`src/rtl/pid_pkg.sv`:
```
// pid_pkg: shared saturation helper, bounds and default gains for the PID pipeline
package pid_pkg;
    localparam int DEF_ERR_W = 10;
    localparam int DEF_OUT_W = 12;
    localparam int ERR_MAX = (1 << (DEF_ERR_W - 1)) - 1;
    localparam int ERR_MIN = -ERR_MAX - 1;
    localparam int OUT_MAX = (1 << (DEF_OUT_W - 1)) - 1;
    localparam int OUT_MIN = -OUT_MAX - 1;
    localparam int DEF_P_COEFF = 5;
    localparam int DEF_I_SHIFT = 6;
    localparam int DEF_D_SHIFT = 6;

    function automatic logic signed [31:0] sat_signed(input logic signed [31:0] v, input int w);
        logic signed [31:0] hi;
        hi = (32'sd1 <<< (w - 1)) - 32'sd1;
        return v > hi ? hi : v < -hi - 32'sd1 ? -hi - 32'sd1 : v;
    endfunction
endpackage

```
`src/rtl/pid_integrator.sv`:
```
// pid_integrator: error accumulator with synchronous clear and overflow hold
module pid_integrator import pid_pkg::*; #(
    parameter int INT_W = 18,
    parameter int ERR_W = DEF_ERR_W
) (
    input  logic                    clk,
    input  logic                    rst,
    input  logic                    en,
    input  logic                    clr,
    input  logic signed [ERR_W-1:0] err,
    output logic signed [INT_W-1:0] integ
);
    logic signed [INT_W-1:0] err_x, sum;
    logic ovf;

    assign err_x = INT_W'(err);
    assign sum = integ + err_x;
    // same-sign operands with a flipped result sign means the add wrapped
    assign ovf = (integ[INT_W-1] == err_x[INT_W-1]) && (sum[INT_W-1] != integ[INT_W-1]);

    always_ff @(posedge clk) begin
        if (rst || clr) integ <= '0;
        else if (en && !ovf) integ <= sum;
    end
endmodule

```
`src/rtl/pid_ctrl_pipe.sv`:
```
// pid_ctrl_pipe: three-stage pipelined PID pitch controller with owned integrator
module pid_ctrl_pipe import pid_pkg::*; #(
    parameter int PTCH_W  = 16,
    parameter int INT_W   = 18,
    parameter int OUT_W   = DEF_OUT_W,
    parameter int ERR_W   = DEF_ERR_W,
    parameter int P_COEFF = DEF_P_COEFF,
    parameter int I_SHIFT = DEF_I_SHIFT,
    parameter int D_SHIFT = DEF_D_SHIFT
) (
    input  logic                     clk,
    input  logic                     rst,
    input  logic                     in_vld,
    input  logic signed [PTCH_W-1:0] ptch,
    input  logic signed [PTCH_W-1:0] ptch_rt,
    input  logic                     int_clr,
    output logic signed [OUT_W-1:0]  pid_cntrl,
    output logic                     out_vld,
    output logic                     sat,
    output logic signed [INT_W-1:0]  integ
);
    localparam int SW = OUT_W + 2;

    logic signed [ERR_W-1:0]  err_sat, err_q;
    logic signed [PTCH_W-1:0] rt_q;
    logic signed [INT_W-1:0]  int_q;
    logic signed [SW-1:0]     p_q, i_q, d_q, sum;
    logic v1, v2;

    assign err_sat = ERR_W'(sat_signed(32'(ptch), ERR_W));
    assign sum = p_q + i_q + d_q;

    pid_integrator #(.INT_W(INT_W), .ERR_W(ERR_W)) u_integ (
        .clk   (clk),
        .rst   (rst),
        .en    (in_vld),
        .clr   (int_clr),
        .err   (err_sat),
        .integ (integ)
    );

    always_ff @(posedge clk) begin
        if (rst) begin
            v1 <= 1'b0;
            v2 <= 1'b0;
            out_vld <= 1'b0;
            pid_cntrl <= '0;
            sat <= 1'b0;
        end else begin
            v1 <= in_vld;
            v2 <= v1;
            out_vld <= v2;
            if (v2) begin
                pid_cntrl <= OUT_W'(sat_signed(32'(sum), OUT_W));
                sat <= sat_signed(32'(sum), OUT_W) != 32'(sum);
            end
        end
    end

    // datapath needs no reset: nothing reaches the outputs without a valid bit
    always_ff @(posedge clk) begin
        if (in_vld) begin
            err_q <= err_sat;
            rt_q <= ptch_rt;
            int_q <= integ;
        end
        if (v1) begin
            p_q <= SW'(err_q) * SW'(P_COEFF);
            i_q <= SW'(int_q >>> I_SHIFT);
            d_q <= -SW'(rt_q >>> D_SHIFT);
        end
    end
endmodule

```
`config.mk`:
```
export PLATFORM = sky130hd
export DESIGN_NAME = pid_ctrl_pipe
export DESIGN_NICKNAME = d
export VERILOG_FILES = /design/src/rtl/pid_pkg.sv /design/src/rtl/pid_integrator.sv /design/src/rtl/pid_ctrl_pipe.sv
export SDC_FILE = /design/constraint.sdc
export NUM_CORES = 1
export LEC_CHECK = 0
export BUFFER_PORTS_ARGS = -buffer_cell sky130_fd_sc_hd__buf_2
export CAP_MARGIN = 15
export CORE_UTILIZATION = 59
export CTS_BUF_LIST = sky130_fd_sc_hd__clkbuf_16
export DETAILED_ROUTE_END_ITERATION = 12
export GPL_TIMING_DRIVEN = 0
export PLACE_DENSITY = 0.8
export RECOVER_POWER = 25
export SLEW_MARGIN = 20
export SYNTH_ARGS = -nofsm -noshare
export SYNTH_HDL_FRONTEND = slang
export SYNTH_SLANG_ARGS = --single-unit
```
`constraint.sdc`:
```
create_clock -name clk -period 5.1 [get_ports clk]
set_input_delay 0.765 -clock clk [delete_from_list [all_inputs] [get_ports clk]]
set_output_delay 0.765 -clock clk [all_outputs]
set_load 0.01 [all_outputs]
```
* After elaboration in Yosys (flattened, before gate mapping)
Cells that the tools add are included.
W data, S select, Z words.
** Storage, ports and cells
- Bits of input ports :: 36
- Register bits after elaboration :: 118
** Operators by class
- Order comparisons :: 4
- Reductions and logical operators :: 4
- Mux-type cells :: 4
- Multipliers :: 1
- Equal/unequal tests :: 3
- $add $sub $neg :: 4
** Operators with widths (number)
- $mux W32 :: 2
- $ne A32 B14 Y1 :: 1
- $mux W10 :: 2
- $add A18 B10 Y18 :: 1
- $gt A16 B10 Y1 const B :: 1
- $lt A16 B10 Y1 const B :: 1
- $add A14 B12 Y14 :: 1
- $add A14 B14 Y14 :: 1
- $gt A14 B12 Y1 const B :: 1
- $lt A14 B12 Y1 const B :: 1
- $mul A10 B4 Y14 const B :: 1
- $neg A10 Y14 :: 1
- $logic_and A1 B1 Y1 :: 2
- $eq A1 B1 Y1 :: 1
- $logic_not A1 Y1 :: 1
- $logic_or A1 B1 Y1 :: 1
- $ne A1 B1 Y1 :: 1

* Longest topological paths before layout
Gate-level depths: netlist of run 1.
- Word-level depth :: 8
- Gate-level depth with buffers :: 18
- Depth with buffers taken out :: 18

* Modules after synthesis
A second synthesis of run 1 with hierarchy kept.
** Unflattened totals
- Cells, all modules :: 540
- Area total of the unflattened synthesis :: 6129.6 um^2
** By module, submodules not included
- pid_ctrl_pipe :: cells an instance 337, area an instance 4466.8 um^2, times used 1, sequential area each 2482.4 um^2
- pid_integrator :: cells an instance 203, area an instance 1662.8 um^2, times used 1, sequential area each 360.3 um^2

* Worst setup path before layout of run 1
Ideal clock, no wire load.
- Path type :: input to register
- Start :: input ptch[10]
- End :: register u_integ.integ[10]
- Data required time :: 5.015 ns
- Cell stages on the path :: 14
- Path slack :: 1.484 ns
- Setup time :: 0.085 ns
- Arrival time :: 3.532 ns
- Path buffers :: 2
- Path through :: nor4_1 > a21oi_1 > o21a_1 > ha_1 > a211oi_2 > o21ai_2 > nand4_2 > o211a_4 > o21ai_4 > and4_1 > or3_1 > buf_6 > buf_6 > o31ai_2
** Between the ends
- Longest elaborated chain between the ends :: 8
- Elaborated cells between the ends (all ways) :: 10
- Classes of those cells :: 1 x add/sub; 2 x order compare; 2 x eq/ne; 2 x mux; 3 x reduce/logical
** RTL lines
- start, declared :: RTL line pid_ctrl_pipe.sv:14 : input logic signed [PTCH_W-1:0] ptch,
- $lt A16 B10 Y1 :: RTL line pid_pkg.sv:16 : return v > hi ? hi : v < -hi - 32'sd1 ? -hi - 32'sd1 : v;
- $mux W10 :: RTL line pid_pkg.sv:16
- $mux W10 (*) :: RTL line pid_pkg.sv:16
- via err_sat[1] :: RTL line pid_ctrl_pipe.sv:24 : logic signed [ERR_W-1:0] err_sat, err_q;
- $add A18 B10 Y18 (*) :: RTL line pid_integrator.sv:17 : assign sum = integ + err_x;
- $ne A1 B1 Y1 :: RTL line pid_integrator.sv:19 : assign ovf = (integ[INT_W-1] == err_x[INT_W-1]) && (sum[INT_W-1] != integ[INT_W-1]);
- $logic_and A1 B1 Y1 :: RTL line pid_integrator.sv:19
- $logic_not A1 Y1 :: RTL line pid_integrator.sv:23 : else if (en && !ovf) integ <= sum;
- $logic_and A1 B1 Y1 :: RTL line pid_integrator.sv:23
- end signal, assigned :: RTL line pid_integrator.sv:23
- end, declared :: RTL line pid_integrator.sv:11 : output logic signed [INT_W-1:0] integ
Mark *: on every way through the listed nets, which the timed path passes. The rest lies on a longest branch.
A chain may end at the register's enable or synchronous reset.

* Final worst setup path of run 1
- Start :: register p_q[1]
- End :: register sat
** Between the ends
- Longest elaborated chain between the ends :: 6
- Elaborated cells between the ends (all ways) :: 7
- Classes of those cells :: 2 x add/sub; 2 x order compare; 1 x eq/ne; 2 x mux
** RTL lines
- start, declared :: RTL line pid_ctrl_pipe.sv:27 : logic signed [SW-1:0] p_q, i_q, d_q, sum;
- start signal, assigned :: RTL line pid_ctrl_pipe.sv:68 : p_q <= SW'(err_q) * SW'(P_COEFF);
- $add A14 B12 Y14 (*) :: RTL line pid_ctrl_pipe.sv:31 : assign sum = p_q + i_q + d_q;
- $add A14 B14 Y14 (*) :: RTL line pid_ctrl_pipe.sv:31
- $lt A14 B12 Y1 :: RTL line pid_pkg.sv:16
- $mux W32 (2 in series) :: RTL line pid_pkg.sv:16
- $ne A32 B14 Y1 (*) :: RTL line pid_ctrl_pipe.sv:55 : sat <= sat_signed(32'(sum), OUT_W) != 32'(sum);
- end signal, assigned :: RTL line pid_ctrl_pipe.sv:55
- end, declared :: RTL line pid_ctrl_pipe.sv:19 : output logic sat,
Mark *: on every way between the ends. The rest lies on a longest branch, timed or not.

==> results.rst, run 1 <==
.. list-table::
   :header-rows: 1

   * - Metric
     - Value
   * - Number of enable flip-flop cells after synthesis
     - 72
   * - Met2 GRT Util
     - 0.456
   * - Post-synthesis async set-or-reset flop share
     - 0
   * - Max rail drop VDD
     - 177 uV
   * - Highest fanout seen on the critical path
     - 3
   * - DRT antenna net count
     - 0
   * - Leakage power
     - roughly 2.7 nW
   * - Starting DRT DRC Count
     - 167
   * - Crit path cell chain
     - inv_1 -> fa_1 -> inv_1 -> ha_1 -> fa_1 -> a211oi_1 -> o21ai_1 -> a31o_1 -> a21oi_1 -> xnor2_1 -> nand4b_1 -> ha_1 -> nor4_1 -> nand3_1 -> nor2_1 -> nand4_1 -> nor3_1 -> o31ai_1
   * - Status
     - complete, but fails checks
   * - Critical path endpoint category
     - register
   * - Overall global routing resource usage
     - 0.246
   * - Number of sinks driven by the clock tree
     - between 100 and 150
   * - Sum of buffers and inverters on the critical path
     - 2
   * - Post-CTS setup-driven buffer insertion count
     - 0
   * - Violated checks
     - capacitance limit, slew limit
   * - Slew of the pin with the lowest slew margin
     - between 1500 and 2000 ps
   * - Critical path launch point type
     - register
   * - Grt peak-use layer
     - met2
   * - Syn_nets
     - 612
   * - Launch point of the worst reg-to-reg path
     - p_q[1]
   * - Unrepaired setup endpoints after global routing
     - no
   * - Resized cells post-CTS
     - 0
   * - Via count of the routed design
     - about 4200
   * - Initial antenna violation count
     - 0
   * - Required time at the endpoint of the critical path
     - ~5300 ps
   * - Power Total
     - 0.00237 W
   * - Die Width
     - slightly above 100 um
   * - Height of the chip
     - approximately 100 um
   * - Library cells used by synthesis
     - between 50 and 60
   * - Kind of critical path
     - register to register
   * - Cell taking the most area after synthesis
     - edfxtp_1
   * - Final period util
     - 0.814
   * - Layout cells sized above 1
     - 0.156
   * - Total setup violations reported at the end of the flow
     - 0
   * - Clock Latency Late Sink
     - about 340 ps
   * - Total area of multi-input combinational cells
     - between 2000 and 3000 um^2
   * - Buffers added on ports
     - 60
   * - Number of I/O pins
     - 68
   * - Synth Register Bits
     - around 110
   * - Drt drc
     - 0
   * - Register-to-Register Setup Slack
     - approximately 950 ps
   * - Met1 Usage GRT
     - 0.280
   * - First-pass GRT wire length
     - about 19 mm
   * - Pins Over Slew Limit
     - 37
   * - Storage cell area
     - 2840 um^2
   * - Maximum buffer depth of the clock tree
     - 2
   * - Core region area
     - between 9000 and 10000 um^2
   * - Hold worst-path end
     - i_q[4]
   * - Drt pass-1 iters
     - 4
   * - Sequential fraction of the synthesis area
     - 0.480
   * - Highest-delay cell along the critical path
     - fa_1
   * - Hold violation count in the final report
     - 0
   * - Sum of routed wire length over all layers
     - 11.9 mm
   * - Maximum frequency from static timing analysis
     - around 240 MHz
   * - Gpl congestion
     - between 0.9 and 1
   * - Path category of the worst min-delay check
     - register to register
   * - Effective utilization at floorplan
     - 0.609
   * - Max incr delay on CP
     - ~540 ps
   * - Max transition margin
     - -0.247
   * - Minimum clock period after layout
     - roughly 4200 ps
   * - PD cells
     - 357 nW/um^2
   * - Number of filler instances in the final layout
     - between 700 and 800
   * - DR WL/cell
     - roughly 17 um
   * - Clock slew seen by the registers of the worst setup and hold paths
     - about 70 ps
   * - Synth area leaders
     - edfxtp_1 (37%), dfxtp_1 (11%), ha_1 (10%)
   * - Hold path start
     - int_q[10]
   * - Kind of cell with the highest combined delay on the critical path
     - adder cells
   * - Clk_skew
     - around 6.2 ps
   * - Average size of a mapped cell
     - 11.6 um^2
   * - Routing usage on met3
     - 0.0438
   * - Number of H-tree branching levels
     - 3
   * - Post-synthesis cell area
     - roughly 6000 um^2
   * - TritonCTS buffer count
     - 9
   * - Mapped Cells
     - 512
   * - Worst hold path cell count
     - 0
   * - YS warnings
     - 0
   * - Worst reg2reg path endpoint
     - sat
   * - Global route overflow
     - 0
   * - Max-cap violations
     - 1
   * - Vias in the first global route
     - slightly above 4000
   * - CTS tree
     - built
   * - Maximum number of pins on one net before global-route repair
     - 37
   * - Most common flop cell mapped by yosys
     - edfxtp_1
   * - Hold_buf cts
     - 0
   * - Number of diodes added for antenna fixing
     - 0
   * - Share of the synthesized area in the top cell type
     - 0.365
   * - Die area
     - ~10000 um^2
   * - Depth of the worst register-to-register path
     - 18
   * - Total Nets Final
     - between 600 and 700
   * - Total negative slack for setup checks
     - 0 ps
   * - Area grow syn2layout
     - 12.3%
   * - Buffer type at the clock tree root
     - clkbuf_16
   * - Stages on the worst setup path
     - 18
   * - Row count
     - 36
   * - Drt via density
     - a little under 6
   * - Placed wire-length estimate after detailed placement
     - 9.39 mm
   * - Arrival time at the worst endpoint
     - around 4400 ps
[placed cells by master (no fill, tap or decap), types with 4 or more instances in the layout]
| cell type | Yosys | final |
|---|---|---|
| a31oi_1 | 6 | 6 |
| clkbuf_16 | 0 | 9 |
| dfxtp_1 | 34 | 34 |
| o21a_1 | 20 | 20 |
| edfxtp_1 | 72 | 72 |
| or3_1 | 4 | 4 |
| a21oi_1 | 26 | 26 |
| nor2b_1 | 5 | 5 |
| o31ai_2 | 6 | 6 |
| a21boi_1 | 5 | 5 |
| xnor2_1 | 24 | 24 |
| xor2_1 | 14 | 14 |
| ha_1 | 48 | 48 |
| nor3_1 | 19 | 19 |
| nand2_1 | 33 | 33 |
| mux2i_1 | 4 | 4 |
| nor2_1 | 41 | 41 |
| a211oi_1 | 6 | 6 |
| o21ai_0 | 7 | 7 |
| o31ai_1 | 8 | 8 |
| fa_1 | 16 | 16 |
| nand3_1 | 9 | 9 |
| o311ai_1 | 11 | 11 |
| a21o_1 | 7 | 7 |
| inv_1 | 17 | 21 |
| clkbuf_1 | 10 | 11 |
| buf_2 | 1 | 61 |
| o21ai_1 | 7 | 7 |
[power breakdown]
| part | total (W) | internal (W) | leakage [nW] | switching [W] |
|---|---|---|---|---|
| combinational | 0.000718 | 0.000297 | 1.59 | 0.000421 |
| sequential | 0.00104 | 0.00100 | 0.973 | 0.0000442 |
| clock | 0.000609 | 0.000322 | 0.140 | 0.000287 |
| total | 0.00237 | 0.00162 | 2.71 | 0.000752 |
[layer usage]
| layer | wire (um) | up-vias |
|---|---|---|
| met2 | 6250 | 96 |
| met5 | 0 | - |
| met4 | 286 | 0 |
| li1 | - | 2079 |
| met3 | 460 | 23 |
| met1 | 4930 | 1980 |
[worst reg2reg max path: cells and delay by family, from the launching register on]
family	cells	cell delay (ps)
fa+ha+maj	4	1450
flops	1	330
simple gates	6	860
buf+inv	2	110
xor+xnor	1	180
compound gates	5	1120
[worst max-delay path by stage]
stage              from                end
6_report         p_q[1]                sat
5_1_grt          p_q[1]                sat
4_1_cts          p_q[1]                sat
3_5_place_dp   ptch[12]  u_integ.integ[12]
3_3_place_gp   ptch[15]  u_integ.integ[16]
2_1_floorplan  ptch[10]  u_integ.integ[10]
[through the flow]
step                      setup slack, ps  instances  hold slack [ps]  utilization  cell area, um^2
after floorplan                      1480        512              400            -             5920
after global placement                994        705              401        0.657             6390
after detailed placement              909        706              406        0.659             6410
after CTS                             919        722              418        0.685             6670
after global routing                  572        722              436        0.684             6650
final                                 948        722              415        0.684             6650
[area by class of cell]
class	count	share of cell area
Sequential cell	106	0.427
Multi-Input combinational cell	376	0.444
Timing Repair Buffer	61	0.0457
Buffer	13	0.00978
Tap cell	133	0.0250
Inverter	17	0.00959
Clock buffer	9	0.0339
Clock inverter	7	0.00489
[cells by family (layout without fill, tap and decap cells)]
group,Yosys count,after routing,synth area share
AO/OA/AOI/OAI,138,138,0.174
XOR/XNOR,38,38,0.0562
adder cells (fa/ha/maj),64,64,0.155
buffers and inverters,30,107,0.0218
flip-flops,106,106,0.480
multiplexers,4,4,0.00676
AND/OR/NAND/NOR,132,132,0.106
[sequential cells by signal, summed over array words and instances (netlist names)]
register	cells
v1	1
int_q	12
out_vld	1
i_q	12
pid_cntrl	12
d_q	14
v2	1
err_q	10
rt_q	10
p_q	14
u_integ.integ	18
sat	1
[cell usage after synthesis (3+ instances only)]
master and n:
inv_1 17, nor2b_1 5, mux2i_1 4, nand2_1 33, nand4b_1 3, o31ai_1 8
or2_2 3, dfxtp_1 34, nor2_1 41, o21ai_0 7, ha_1 48, a31oi_1 6
or3_1 4, xor2_1 14, edfxtp_1 72, o311ai_0 3, o21ai_1 7, clkbuf_1 10
o31ai_2 6, nor3_1 19, nand4_1 3, a21oi_1 26, xnor2_1 24, a21boi_1 5
a21o_1 7, a211oi_1 6, o21a_1 20, nand3_1 9, o311ai_1 11, nor4_1 3
fa_1 16
Power figures use the tool's default switching activity.
==> run 2: changes to the inputs <==
Clock period 5.1 ns to 4.3 ns, I/O delays scaled along.
==> run 2 against run 1 <==
The run still ends with capacitance limit, slew limit left. Sequential share of layout area shrank 0.10 points. Hold slack is essentially flat. First-iteration DRC count shrank 7.8%. Global-route usage is the same. Clock-buffer cell count is the same. Largest cell class unchanged.
==> results.rst, run 2 (synthesis gave the netlist of run 1 again) <==
.. list-table::
   :header-rows: 1

   * - Metric
     - Value
   * - Path category of the worst min-delay check
     - register to register
   * - First-pass GRT wire length
     - 19.1 mm (unchanged)
   * - Sum of routed wire length over all layers
     - 12.0 mm (+0.57%)
   * - Pins Over Slew Limit
     - 37 (unchanged)
   * - Number of I/O pins
     - 68 (unchanged)
   * - DR WL/cell
     - 16.6 um (+0.57%)
   * - Post-CTS setup-driven buffer insertion count
     - 0 (unchanged)
   * - Flip-flop count of the largest register, all copies and words added
     - 18 (unchanged)
   * - Height of the chip
     - 102 um (unchanged)
   * - Unrepaired setup endpoints after global routing
     - no
   * - Max rail drop VDD
     - 214 uV (+21%)
   * - Effective utilization at floorplan
     - 0.609 (unchanged)
   * - Leakage power
     - 2.71 nW (about the same)
   * - Number of H-tree branching levels
     - 3 (unchanged)
   * - Arrival time at the worst endpoint
     - 4200 ps (-180 ps)
   * - Minimum clock period after layout
     - 3970 ps (-182 ps)
   * - Starting DRT DRC Count
     - 154 (-7.8%)
   * - PD cells
     - 424 nW/um^2 (+19%)
   * - Drt pass-1 iters
     - 4 (unchanged)
   * - Required time at the endpoint of the critical path
     - 4530 ps (-800 ps)
   * - Row count
     - 36 (unchanged)
   * - Max-cap violations
     - 1 (unchanged)
   * - Critical path endpoint category
     - register
   * - Maximum number of pins on one net before global-route repair
     - 37 (unchanged)
   * - Global route overflow
     - 0 (unchanged)
   * - Metal1 wirelength
     - 4.92 mm (about the same)
   * - Total setup violations reported at the end of the flow
     - 0 (unchanged)
   * - Met3 routed wirelength
     - 498 um (+8.3%)
   * - Kind of critical path
     - register to register
   * - Clk_skew
     - 6.17 ps (-0.0327 ps)
   * - Die area
     - 10400 um^2 (unchanged)
   * - Slew of the pin with the lowest slew margin
     - 1880 ps (+5.87 ps)
   * - Max transition margin
     - -0.251 (-0.00391)
   * - Biggest registers after layout
     - u_integ.integ (18), d_q (14), p_q (14)
   * - Clock Latency Late Sink
     - 350 ps (about the same)
   * - Top Metal Used
     - met4
   * - Top library cells by usage in the layout, fill and taps aside
     - edfxtp_1 (72), buf_2 (61), ha_1 (47)
   * - Drt via density
     - 5.79 (unchanged)
   * - Met2 layer wire length in the routed design
     - 6.29 mm (+0.74%)
   * - Maximum buffer depth of the clock tree
     - 2 (unchanged)
   * - Maximum frequency from static timing analysis
     - 252 MHz (+4.6%)
   * - Die Width
     - 102 um (unchanged)
   * - Violated checks
     - capacitance limit, slew limit
   * - Critical path launch point type
     - register
   * - Clock slew seen by the registers of the worst setup and hold paths
     - 70 ps (about the same)
   * - Final period util
     - 0.923 (+0.109)
   * - Hold violation count in the final report
     - 0 (unchanged)
   * - Worst hold slack across all endpoints
     - 415 ps (+0.261 ps)
   * - Status
     - complete, but fails checks
   * - Placed wire-length estimate after detailed placement
     - 9.39 mm (unchanged)
   * - Area grow syn2layout
     - 12.6%
   * - Buffer type at the clock tree root
     - clkbuf_16
   * - Commonest non-fill, non-tap cell in the layout
     - edfxtp_1
   * - Core region area
     - 9730 um^2 (unchanged)
   * - Highest fanout seen on the critical path
     - 3 (unchanged)
   * - DRT antenna net count
     - 0 (unchanged)
   * - Initial antenna violation count
     - 0 (unchanged)
   * - Total negative slack for setup checks
     - 0 ps (unchanged)
   * - Vias in the first global route
     - 4075 (unchanged)
   * - Total Nets Final
     - 684 (unchanged)
   * - Gpl congestion
     - 0.945 (unchanged)
   * - CTS tree
     - built
   * - Layout cells sized above 1
     - 0.163 (+0.00679)
   * - Buffers added on ports
     - 60 (unchanged)
   * - Overall global routing resource usage
     - 0.246 (unchanged)
   * - TritonCTS buffer count
     - 9 (unchanged)
   * - Number of sinks driven by the clock tree
     - 106 (unchanged)
   * - Register bank with the most flops
     - u_integ.integ
   * - Drt drc
     - 0 (unchanged)
   * - Hold_buf cts
     - 0 (unchanged)
   * - Via count of the routed design
     - 4178 (unchanged)
   * - Number of diodes added for antenna fixing
     - 0 (unchanged)
==> run 2: cell count changes in the layout (fill, tap and decap cells not counted) <==
cell | previous run | this run
a211oi_1 | 6 | 4
a211oi_2 | 2 | 4
a21oi_1 | 26 | 25
a21oi_2 | 0 | 1
ha_1 | 48 | 47
ha_2 | 0 | 1
==> run 2: cell type report <==
| type | count | area [um^2] |
|---|---|---|
| Inverter | 17 | 63.8 |
| Clock buffer | 9 | 225 |
| Timing Repair Buffer | 61 | 304 |
| Clock inverter | 7 | 32.5 |
| Sequential cell | 106 | 2840 |
| Buffer | 13 | 65.1 |
| Fill cell | 767 | 3060 |
| Tap cell | 133 | 166 |
| Multi-Input combinational cell | 376 | 2970 |
==> run 2: timing repair <==
| item | 4_1_cts | 5_1_grt |
|---|---|---|
| endpoints found under the setup margin | 0 | 8 |
| gates resized for setup | 0 | 4 |
| hold endpoints to repair | 0 | 0 |
==> run 2: worst max-delay path, stage by stage, from the launching register on <==
cell and delay, ps:
edfxtp_1 330, inv_1 60, fa_1 530, inv_1 50, ha_1 220, fa_1 430
a211oi_2 240, o21ai_1 170, a31o_1 300, a21oi_2 180, xnor2_1 160, nand4b_1 170
ha_2 230, nor4_1 190, nand3_1 110, nor2_1 120, nand4_1 100, nor3_1 150
o31ai_1 100
==> run 2: metrics by stage <==
stage	utilization	total power (W)	cells	instance area (um^2)	setup slack (ps)
floorplan	-	0.00189	512	5920	707
global placement	0.657	0.00207	705	6390	273
detailed placement	0.659	0.00211	706	6410	189
CTS	0.685	0.00283	722	6670	119
global route	0.685	0.00300	722	6670	28.1
finish	0.685	0.00283	722	6670	330
==> run 2: power by group <==
part           internal, W  total, W  leakage [nW]  switching [W]
Combinational     0.000361  0.000866          1.59       0.000506
Clock             0.000382  0.000724         0.140       0.000342
Sequential         0.00119   0.00124         0.973      0.0000524
==> run 2: routing by layer <==
layer	track usage	vias to the layer above
met3	0.0438	21
met5	0	-
met2	0.456	106
li1	-	2078
met4	0.0989	0
met1	0.280	1973
==> run 2: worst paths after layout <==
check	startpoint	to	slack [ps]	cells past startpoint
worst max-delay path	p_q[1]	sat	330	18
worst min-delay path	int_q[10]	i_q[4]	410	0
worst max register to register	p_q[1]	sat	330	18
worst min register to register	int_q[10]	i_q[4]	410	0
